==> src/rtl/serial_subtractor_if.sv <==
// serial_subtractor_if: start/done handshake and operand/result bundle for serial_subtractor
// Carries ovf only when SERIAL_SUB_OVF_EN is defined.
interface serial_subtractor_if #(parameter int WIDTH = 8);
    logic             start;
    logic [WIDTH-1:0] a;
    logic [WIDTH-1:0] b;
    logic             busy;
    logic             done;
    logic [WIDTH-1:0] diff;
    logic             borrow;
`ifdef SERIAL_SUB_OVF_EN
    logic             ovf;
`endif
    modport master (
        output start, a, b,
        input  busy, done, diff, borrow
`ifdef SERIAL_SUB_OVF_EN
        , input ovf
`endif
    );
    modport slave (
        input  start, a, b,
        output busy, done, diff, borrow
`ifdef SERIAL_SUB_OVF_EN
        , output ovf
`endif
    );
endinterface

==> src/rtl/serial_subtractor.sv <==
// serial_subtractor: bit-serial unsigned a - b, LSB first, one bit per clock.
// Define SERIAL_SUB_OVF_EN to add the registered signed-overflow output ovf.
module serial_subtractor #(parameter int WIDTH = 8) (
    input logic               clk,
    input logic               rst,
    serial_subtractor_if.slave bus
);
    localparam int CW = $clog2(WIDTH);
    localparam logic [CW-1:0] LAST = CW'(WIDTH - 1);
    typedef enum logic [1:0] {IDLE, RUN, DONE} state_t;
    state_t           state;
    logic [WIDTH-1:0] a_sr, b_sr, r_sr;
    logic [CW-1:0]    cnt;
    logic             br, d, br_next;
`ifdef SERIAL_SUB_OVF_EN
    logic             a_msb, b_msb;
`endif
    always_comb begin
        d       = a_sr[0] ^ b_sr[0] ^ br;
        br_next = (~a_sr[0] & b_sr[0]) | (~(a_sr[0] ^ b_sr[0]) & br);
    end
    always_ff @(posedge clk) begin
        if (rst) begin
            state      <= IDLE;
            a_sr       <= '0;
            b_sr       <= '0;
            r_sr       <= '0;
            cnt        <= '0;
            br         <= 1'b0;
            bus.busy   <= 1'b0;
            bus.done   <= 1'b0;
            bus.diff   <= '0;
            bus.borrow <= 1'b0;
`ifdef SERIAL_SUB_OVF_EN
            a_msb      <= 1'b0;
            b_msb      <= 1'b0;
            bus.ovf    <= 1'b0;
`endif
        end else begin
            case (state)
                IDLE: if (bus.start) begin
                    a_sr     <= bus.a;
                    b_sr     <= bus.b;
                    r_sr     <= '0;
                    cnt      <= '0;
                    br       <= 1'b0;
                    bus.busy <= 1'b1;
                    state    <= RUN;
`ifdef SERIAL_SUB_OVF_EN
                    a_msb    <= bus.a[WIDTH-1];
                    b_msb    <= bus.b[WIDTH-1];
`endif
                end
                RUN: begin
                    a_sr <= a_sr >> 1;
                    b_sr <= b_sr >> 1;
                    r_sr <= {d, r_sr[WIDTH-1:1]};
                    br   <= br_next;
                    cnt  <= cnt + 1'b1;
                    // Only the final bit publishes; diff/borrow never show partial results.
                    if (cnt == LAST) begin
                        bus.diff   <= {d, r_sr[WIDTH-1:1]};
                        bus.borrow <= br_next;
                        bus.done   <= 1'b1;
                        state      <= DONE;
`ifdef SERIAL_SUB_OVF_EN
                        bus.ovf    <= (a_msb != b_msb) && (d != a_msb);
`endif
                    end
                end
                DONE: begin
                    bus.done <= 1'b0;
                    bus.busy <= 1'b0;
                    state    <= IDLE;
                end
                default: state <= IDLE;
            endcase
        end
    end
endmodule

==> src/flat_wrapper.sv <==
// flat-port wrapper written by rule: the top's interface ports become plain ports
module serial_subtractor_flat 
#(parameter int WIDTH = 8)
  (clk, rst, bus_start, bus_a, bus_b, bus_busy, bus_done, bus_diff, bus_borrow);
  serial_subtractor_if #(.WIDTH(WIDTH)) bus_i ();
  input logic clk;
  input logic rst;
  input wire logic [$bits(bus_i.start)-1:0] bus_start;
  input wire logic [$bits(bus_i.a)-1:0] bus_a;
  input wire logic [$bits(bus_i.b)-1:0] bus_b;
  output wire logic [$bits(bus_i.busy)-1:0] bus_busy;
  output wire logic [$bits(bus_i.done)-1:0] bus_done;
  output wire logic [$bits(bus_i.diff)-1:0] bus_diff;
  output wire logic [$bits(bus_i.borrow)-1:0] bus_borrow;
  assign bus_i.start = bus_start;
  assign bus_i.a = bus_a;
  assign bus_i.b = bus_b;
  assign bus_busy = bus_i.busy;
  assign bus_done = bus_i.done;
  assign bus_diff = bus_i.diff;
  assign bus_borrow = bus_i.borrow;
  serial_subtractor #(.WIDTH(WIDTH)) u_core (.clk(clk), .rst(rst), .bus(bus_i));
endmodule
==> config.mk <==
export PLATFORM = sky130hd
export DESIGN_NAME = serial_subtractor_flat
export DESIGN_NICKNAME = d
export VERILOG_FILES = /design/src/rtl/serial_subtractor_if.sv /design/src/rtl/serial_subtractor.sv /design/src/flat_wrapper.sv
export SDC_FILE = /design/constraint.sdc
export NUM_CORES = 1
export LEC_CHECK = 0
export BUFFER_PORTS_ARGS = -buffer_cell sky130_fd_sc_hd__buf_2
export CAP_MARGIN = 5
export CORE_MARGIN = 2
export CORE_UTILIZATION = 35
export CTS_CLUSTER_SIZE = 24
export DETAILED_ROUTE_END_ITERATION = 10
export HOLD_SLACK_MARGIN = 0.06
export MAX_ROUTING_LAYER = met4
export PLACE_DENSITY = 0.62
export RECOVER_POWER = 25
export SYNTH_ARGS = -nofsm -noshare
export SYNTH_HDL_FRONTEND = slang
export SYNTH_SLANG_ARGS = --single-unit
==> constraint.sdc <==
create_clock -name clk -period 1.6 [get_ports clk]
set_input_delay 0 -clock clk [delete_from_list [all_inputs] [get_ports clk]]
set_output_delay 0 -clock clk [all_outputs]
set_load 0.03 [all_outputs]
==> flow_summary.ini, run 1 <==
[timing]
setup_slack_ns = 0.165
finalHoldViolCount = 0
final_max_slew_viol_count = 0
rsz_0062_raised_after_global_routing = false
timing.max_slew.rel_slack_pct = 65.3
skew_ns = 0.00503
max_frequency_mhz = 697
worst-slew-pin-transition_ns = 0.519
totalNegativeSetupSlack_ns = 0
post-route-period-util_pct = 89.7
period_needed_ns = 1.43
setup-violations-final = 0

[finish]
final_nets = 218
multi_input_comb_area_um2 = 756
areaGrowthSynthToFinish_pct = 16.0
finish.cell_count_without_fillers = 250
ff_latch_area_um2 = 801
final_layout_size_suffix_gt1_share_pct = 22.4
design_area_um2 = 1920
layout_commonest_cell = sky130_fd_sc_hd__dfxtp_1
final_cell_mix = 40 x sky130_fd_sc_hd__dfxtp_1, 29 x sky130_fd_sc_hd__nor2_1, 18 x sky130_fd_sc_hd__buf_2
diodes = 0
fill_cells = 473

[synthesis]
synth_area_um2 = 1650
postSynthNetCount = 187
synth.lib_cells_used.distinct = 27
number_of_flip_flops_and_latches_in_the_synthesized_netlist = 40
avgSynthCellArea_um2 = 10.0
yosys_warnings = 0
syn_inst = 165
yosysSeqAreaShare_pct = 48.4

[route]
route.vias.total = 1215
route.final.wire_length_mm = 3.01
drt_drc_violations_left = 0
route.detailed.wl_per_inst_um = 12.1
ant_nets = 0
drt_initial_violations = 57
drt-pass1-iter-count = 4
avgViaCountPerCell = 4.86

[pwr]
total_power_divided_by_cell_area_nw_per_um2 = 998
total_leakage_power_nw = 0.741
totalPowerFinal_w = 0.00192
worst_supply_voltage_drop_on_vdd_mv = 0.379

[critical_path]
worst_setup_path_end_kind = flop
setup.worst_path.start_class = flop
worstPathRequired_ns = 1.80
criticalPathCategory = reg -> reg
r2r_setup_slack_ns = 0.17
worstPathArrival_ns = 1.64
crit_fanout = 10

[cts]
clkTransAtPathRegs_ns = 0.07
cts_htree_levels = 2
post-cts-setup-buffers = 0
tritoncts.num_buffers = 5
cts_num_sinks = 40
clock_network_latency_to_the_later_pin_of_the_worst_skew_pair_ns = 0.28
clockRootBuffer = sky130_fd_sc_hd__clkbuf_8
cts_buffer_depth = 2
tritoncts = done

[placement]
post-place-cells = 241
preCtsSetupSlack_ns = 0.160
place.port_buffers = 29
dpl.hpwl_mm = 2.11
place_congestion = 0.682
postPlaceCellArea_um2 = 1830

[floorplanning]
die_h_um = 72.7
floorplan.io_pins = 30
die_w_um = 72.7
floorplan.initialDensity_pct = 35.7
design.die.area_um2 = 5290
rows = 25
core_area_um2 = 4630

[job]
cap_viol_max_count = 0

[global_routing]
vias_in_the_first_global_route = 1155
globalRouteTotalUtil_pct = 12.7
pin_count_of_the_biggest_net_entering_global_routing = 23
grt_remaining_overflow = 0
grt_pass1_wl_mm = 5.15
grt_antenna_before_repair = 0

[worst_hold_path]
hold_path_class = in -> reg

[outcome]
run_status = completed
[per-stage QoR]
| stage | hold WS, ns | utilization, % |
|---|---|---|
| floorplan | 0.148 | - |
| global placement | 0.246 | 39.5 |
| detailed placement | 0.261 | 39.5 |
| CTS | 0.0629 | 41.6 |
| global route | 0.0790 | 41.4 |
| finish | 0.0593 | 41.4 |
[sequential cells by signal (all words and copies together) (netlist names)]
signal and flops:
u_core.a_sr 8, u_core.b_sr 8, u_core.bus.diff 8, u_core.r_sr 7
u_core.cnt 3, u_core.state 2, u_core.br 1, u_core.bus.borrow 1
u_core.bus.busy 1, u_core.bus.done 1
[timing repair]
| action | 4_1_cts | 5_1_grt |
|---|---|---|
| hold buffers | 2 | 0 |
| endpoints found under the hold margin | 2 | 0 |
| gates resized for setup | 0 | 1 |
| endpoints found under the setup margin | 0 | 7 |
[layer usage]
| metal | part of all wire, % | global-route usage [%] | up-vias |
|---|---|---|---|
| met5 | 0 | - | - |
| met4 | 1.5 | 4.94 | 0 |
| met3 | 3.6 | 2.90 | 4 |
| met2 | 45 | 19.4 | 18 |
| met1 | 50 | 16.4 | 555 |
| li1 | - | - | 638 |
[power by group]
group / internal (W) / switching (W) / leakage, nW
Combinational: 0.000103 / 0.000123 / 0.374
Sequential: 0.00104 / 0.0000241 / 0.327
Clock: 0.000295 / 0.000332 / 0.0400
Total: 0.00144 / 0.000479 / 0.741
[layout make-up]
class                   count  area share (%)
flip-flops and latches     40            41.7
well taps                  54            3.52
repair buffers             36            10.5
inverters                   3           0.587
clock inverters             2           0.652
multi-input cells         110            39.4
clock buffers               5            3.59
[path summary, 6_finish.rpt]
| kind | start | endpoint | cells past startpoint |
|---|---|---|---|
| hold / removal | bus_b[6] | u_core.b_sr[6]$_SDFFE_PP0P_ | 3 |
| hold reg to reg | u_core.bus.diff[2]$_SDFFE_PP0P_ | u_core.bus.diff[2]$_SDFFE_PP0P_ | 2 |
| setup reg to reg | u_core.cnt[0]$_SDFFE_PP0P_ | u_core.bus.borrow$_SDFFE_PP0P_ | 5 |
| setup / recovery | u_core.cnt[0]$_SDFFE_PP0P_ | u_core.bus.borrow$_SDFFE_PP0P_ | 5 |
[cell families after synthesis]
| kind of cell | synth area share, % |
|---|---|
| adders and majority gates | 2.72 |
| DFF | 48.4 |
| and+or+nand+nor | 13.7 |
| muxes | 9.08 |
| AOI/OAI and AO/OA | 20.0 |
| buffers and inverters | 6.13 |
[synth_stat cells]
master	number	area [um2]
sky130_fd_sc_hd__dfxtp_1	40	801
sky130_fd_sc_hd__nor2_1	29	109
sky130_fd_sc_hd__nand2_1	16	60.1
sky130_fd_sc_hd__mux2i_1	15	150
sky130_fd_sc_hd__a22oi_1	11	82.6
sky130_fd_sc_hd__a211oi_2	10	125
sky130_fd_sc_hd__a21oi_1	10	50.1
sky130_fd_sc_hd__a211oi_1	6	45.0
sky130_fd_sc_hd__buf_2	3	15.0
sky130_fd_sc_hd__buf_6	3	33.8
sky130_fd_sc_hd__inv_1	3	11.3
sky130_fd_sc_hd__buf_4	2	15.0
sky130_fd_sc_hd__clkbuf_1	2	7.51
sky130_fd_sc_hd__ha_1	2	25.0
sky130_fd_sc_hd__and2b_1	1	7.51
sky130_fd_sc_hd__and3b_1	1	8.76
sky130_fd_sc_hd__buf_1	1	3.75
sky130_fd_sc_hd__buf_8	1	15.0
sky130_fd_sc_hd__fa_1	1	20.0
sky130_fd_sc_hd__nand2b_1	1	6.26
sky130_fd_sc_hd__nand3b_2	1	11.3
sky130_fd_sc_hd__nor2b_1	1	6.26
sky130_fd_sc_hd__nor3_1	1	5.00
sky130_fd_sc_hd__nor3b_2	1	12.5
sky130_fd_sc_hd__o21ba_2	1	10.0
sky130_fd_sc_hd__o21bai_1	1	7.51
sky130_fd_sc_hd__o32a_1	1	10.0
[critical path, stage by stage, from the launching register on]
cell and delay [ns]:
sky130_fd_sc_hd__dfxtp_1 0.36, sky130_fd_sc_hd__ha_1 0.16, sky130_fd_sc_hd__ha_1 0.19, sky130_fd_sc_hd__and3b_1 0.38, sky130_fd_sc_hd__nor2_1 0.07, sky130_fd_sc_hd__a211oi_1 0.20
(Power assumes the default switching activity.)
==> run 2: changes to the inputs <==
--- a/config.mk
+++ b/config.mk
@@ -11,6 +11,7 @@
 export CORE_UTILIZATION = 35
 export CTS_CLUSTER_SIZE = 24
 export DETAILED_ROUTE_END_ITERATION = 10
+export GPL_TIMING_DRIVEN = 0
 export HOLD_SLACK_MARGIN = 0.06
 export MAX_ROUTING_LAYER = met4
 export PLACE_DENSITY = 0.62
==> flow_summary.ini, run 2 (synthesis results as in run 1) <==
[placement]
postPlaceCellArea_um2 = 1860
dpl.hpwl_mm = 2.35
place.port_buffers = 28
place_congestion = 0.739

[finish]
final_layout_size_suffix_gt1_share_pct = 23.0
areaGrowthSynthToFinish_pct = 20.8
biggestRegsByFlops = u_core.a_sr (8), u_core.b_sr (8), u_core.bus.diff (8)
post-route-util_pct = 43.2
final_cell_mix = 40 x sky130_fd_sc_hd__dfxtp_1, 29 x sky130_fd_sc_hd__nor2_1, 20 x sky130_fd_sc_hd__buf_2
diodes = 0
layout_commonest_cell = sky130_fd_sc_hd__dfxtp_1
fill_cells = 484
final_nets = 225
design_area_um2 = 2000

[worst_hold_path]
hold_path_class = in -> reg
timing.hold.worst.start = bus_a[2]
worstHoldPathCells = 3
hold_end = u_core.a_sr[2]$_SDFFE_PP0P_

[route]
route.final.wire_length_mm = 3.38
route.detailed.wl_per_inst_um = 13.1
highest-signal-layer = met4
route.vias.total = 1298
drt-pass1-iter-count = 4
drt_drc_violations_left = 0
met2_length_mm = 1.58
met3RoutedLength_um = 122
drt_initial_violations = 76
avgViaCountPerCell = 5.03
ant_nets = 0
wl_met1_mm = 1.62

[cts]
tritoncts.num_buffers = 5
cts_htree_levels = 2
post_cts_resize_count = 0
clkTransAtPathRegs_ns = 0.08
post-cts-setup-buffers = 0
cts_num_sinks = 40
cts_hold_buffers = 3
clock_network_latency_to_the_later_pin_of_the_worst_skew_pair_ns = 0.29
cts_buffer_depth = 2
clockRootBuffer = sky130_fd_sc_hd__clkbuf_8
tritoncts = done

[floorplanning]
floorplan.initialDensity_pct = 35.7
rows = 25
die_w_um = 72.7
floorplan.io_pins = 30
core_area_um2 = 4630
design.die.area_um2 = 5290
die_h_um = 72.7

[critical_path]
setup.worst_path.start_class = flop
worst_r2r_startpoint = u_core.state[0]$_SDFFE_PP0P_
worst_r2r_endpoint = u_core.b_sr[0]$_SDFFE_PP0P_
criticalPathCategory = reg -> reg
reg2reg_path_depth = 4
worst_setup_path_end_kind = flop
worstPathArrival_ns = 1.55
worstPathRequired_ns = 1.74
r2r_setup_slack_ns = 0.19
crit_fanout = 10

[timing]
setup-violations-final = 0
skew_ns = 0.00682
final_max_slew_viol_count = 0
worst-slew-pin-transition_ns = 0.711
timing.max_slew.rel_slack_pct = 52.6
totalNegativeSetupSlack_ns = 0
period_needed_ns = 1.41
post-route-period-util_pct = 88.0
rsz_0062_raised_after_global_routing = false
finalHoldViolCount = 0
max_frequency_mhz = 710

[job]
cap_viol_max_count = 0

[global_routing]
grt_antenna_before_repair = 0
vias_in_the_first_global_route = 1214
grt_pass1_wl_mm = 5.83
globalRouteTotalUtil_pct = 14.8
pin_count_of_the_biggest_net_entering_global_routing = 13
grt_remaining_overflow = 0

[pwr]
total_power_divided_by_cell_area_nw_per_um2 = 1090
total_leakage_power_nw = 0.782
worst_supply_voltage_drop_on_vdd_mv = 0.403

[outcome]
run_status = completed
run 2: cell types whose count changed in the layout (fill, tap and decap cells not counted), sizes merged:
cell,change
clkbuf,+5
buf,+3
bufinv,+1
clkinv,-1
clkinvlp,-1
dlygate4sd3,+1
run 2: worst max path at each step:
stage                     cells after the start                        endpoint                          from
after detailed placement                      6  u_core.bus.borrow$_SDFFE_PP0P_    u_core.cnt[0]$_SDFFE_PP0P_
after global placement                        6  u_core.bus.borrow$_SDFFE_PP0P_    u_core.cnt[0]$_SDFFE_PP0P_
after CTS                                     6  u_core.bus.borrow$_SDFFE_PP0P_    u_core.cnt[0]$_SDFFE_PP0P_
final                                         4     u_core.b_sr[0]$_SDFFE_PP0P_  u_core.state[0]$_SDFFE_PP0P_
after global routing                          4     u_core.a_sr[6]$_SDFFE_PP0P_  u_core.state[0]$_SDFFE_PP0P_
after floorplan                               5  u_core.bus.borrow$_SDFFE_PP0P_    u_core.cnt[0]$_SDFFE_PP0P_
run 2: worst max-delay path, stage by stage, from the launching register on:
cell and delay [ns]:
sky130_fd_sc_hd__dfxtp_1 0.39, sky130_fd_sc_hd__clkbuf_2 0.33, sky130_fd_sc_hd__buf_8 0.20, sky130_fd_sc_hd__mux2i_1 0.25
sky130_fd_sc_hd__a211oi_2 0.09
run 2: per-layer routing:
metal,vias up,track usage [%]
met1,615,18.6
met4,0,5.56
met2,23,22.7
met5,-,-
met3,5,3.87
li1,655,-
run 2: stage by stage:
stage	total power [W]	instances	hold WS (ns)	worst slack (ns)
after floorplan	0.00126	165	0.148	0.298
after detailed placement	0.00132	247	0.257	0.209
after CTS	0.00222	258	0.0643	0.191
after global placement	0.00132	247	0.241	0.210
final	0.00218	258	0.0631	0.192
after global routing	0.00229	258	0.0739	0.0656
run 2: power by group:
group	switching (W)	internal (W)
Clock	0.000335	0.000550
Sequential	0.0000234	0.00104
Combinational	0.000129	0.000108
run 2: layout make-up:
class                      instances  area [um2]  share of cell area (%)
clock inverter                     1        30.0                    1.50
buffer                            12        83.8                    4.20
multi-input combinational        110         752                    37.6
timing repair buffer              31         156                    7.83
inverter                           3        11.3                   0.564
sequential                        40         801                    40.1
tap                               54        67.6                    3.38
clock buffer                       7        96.3                    4.82
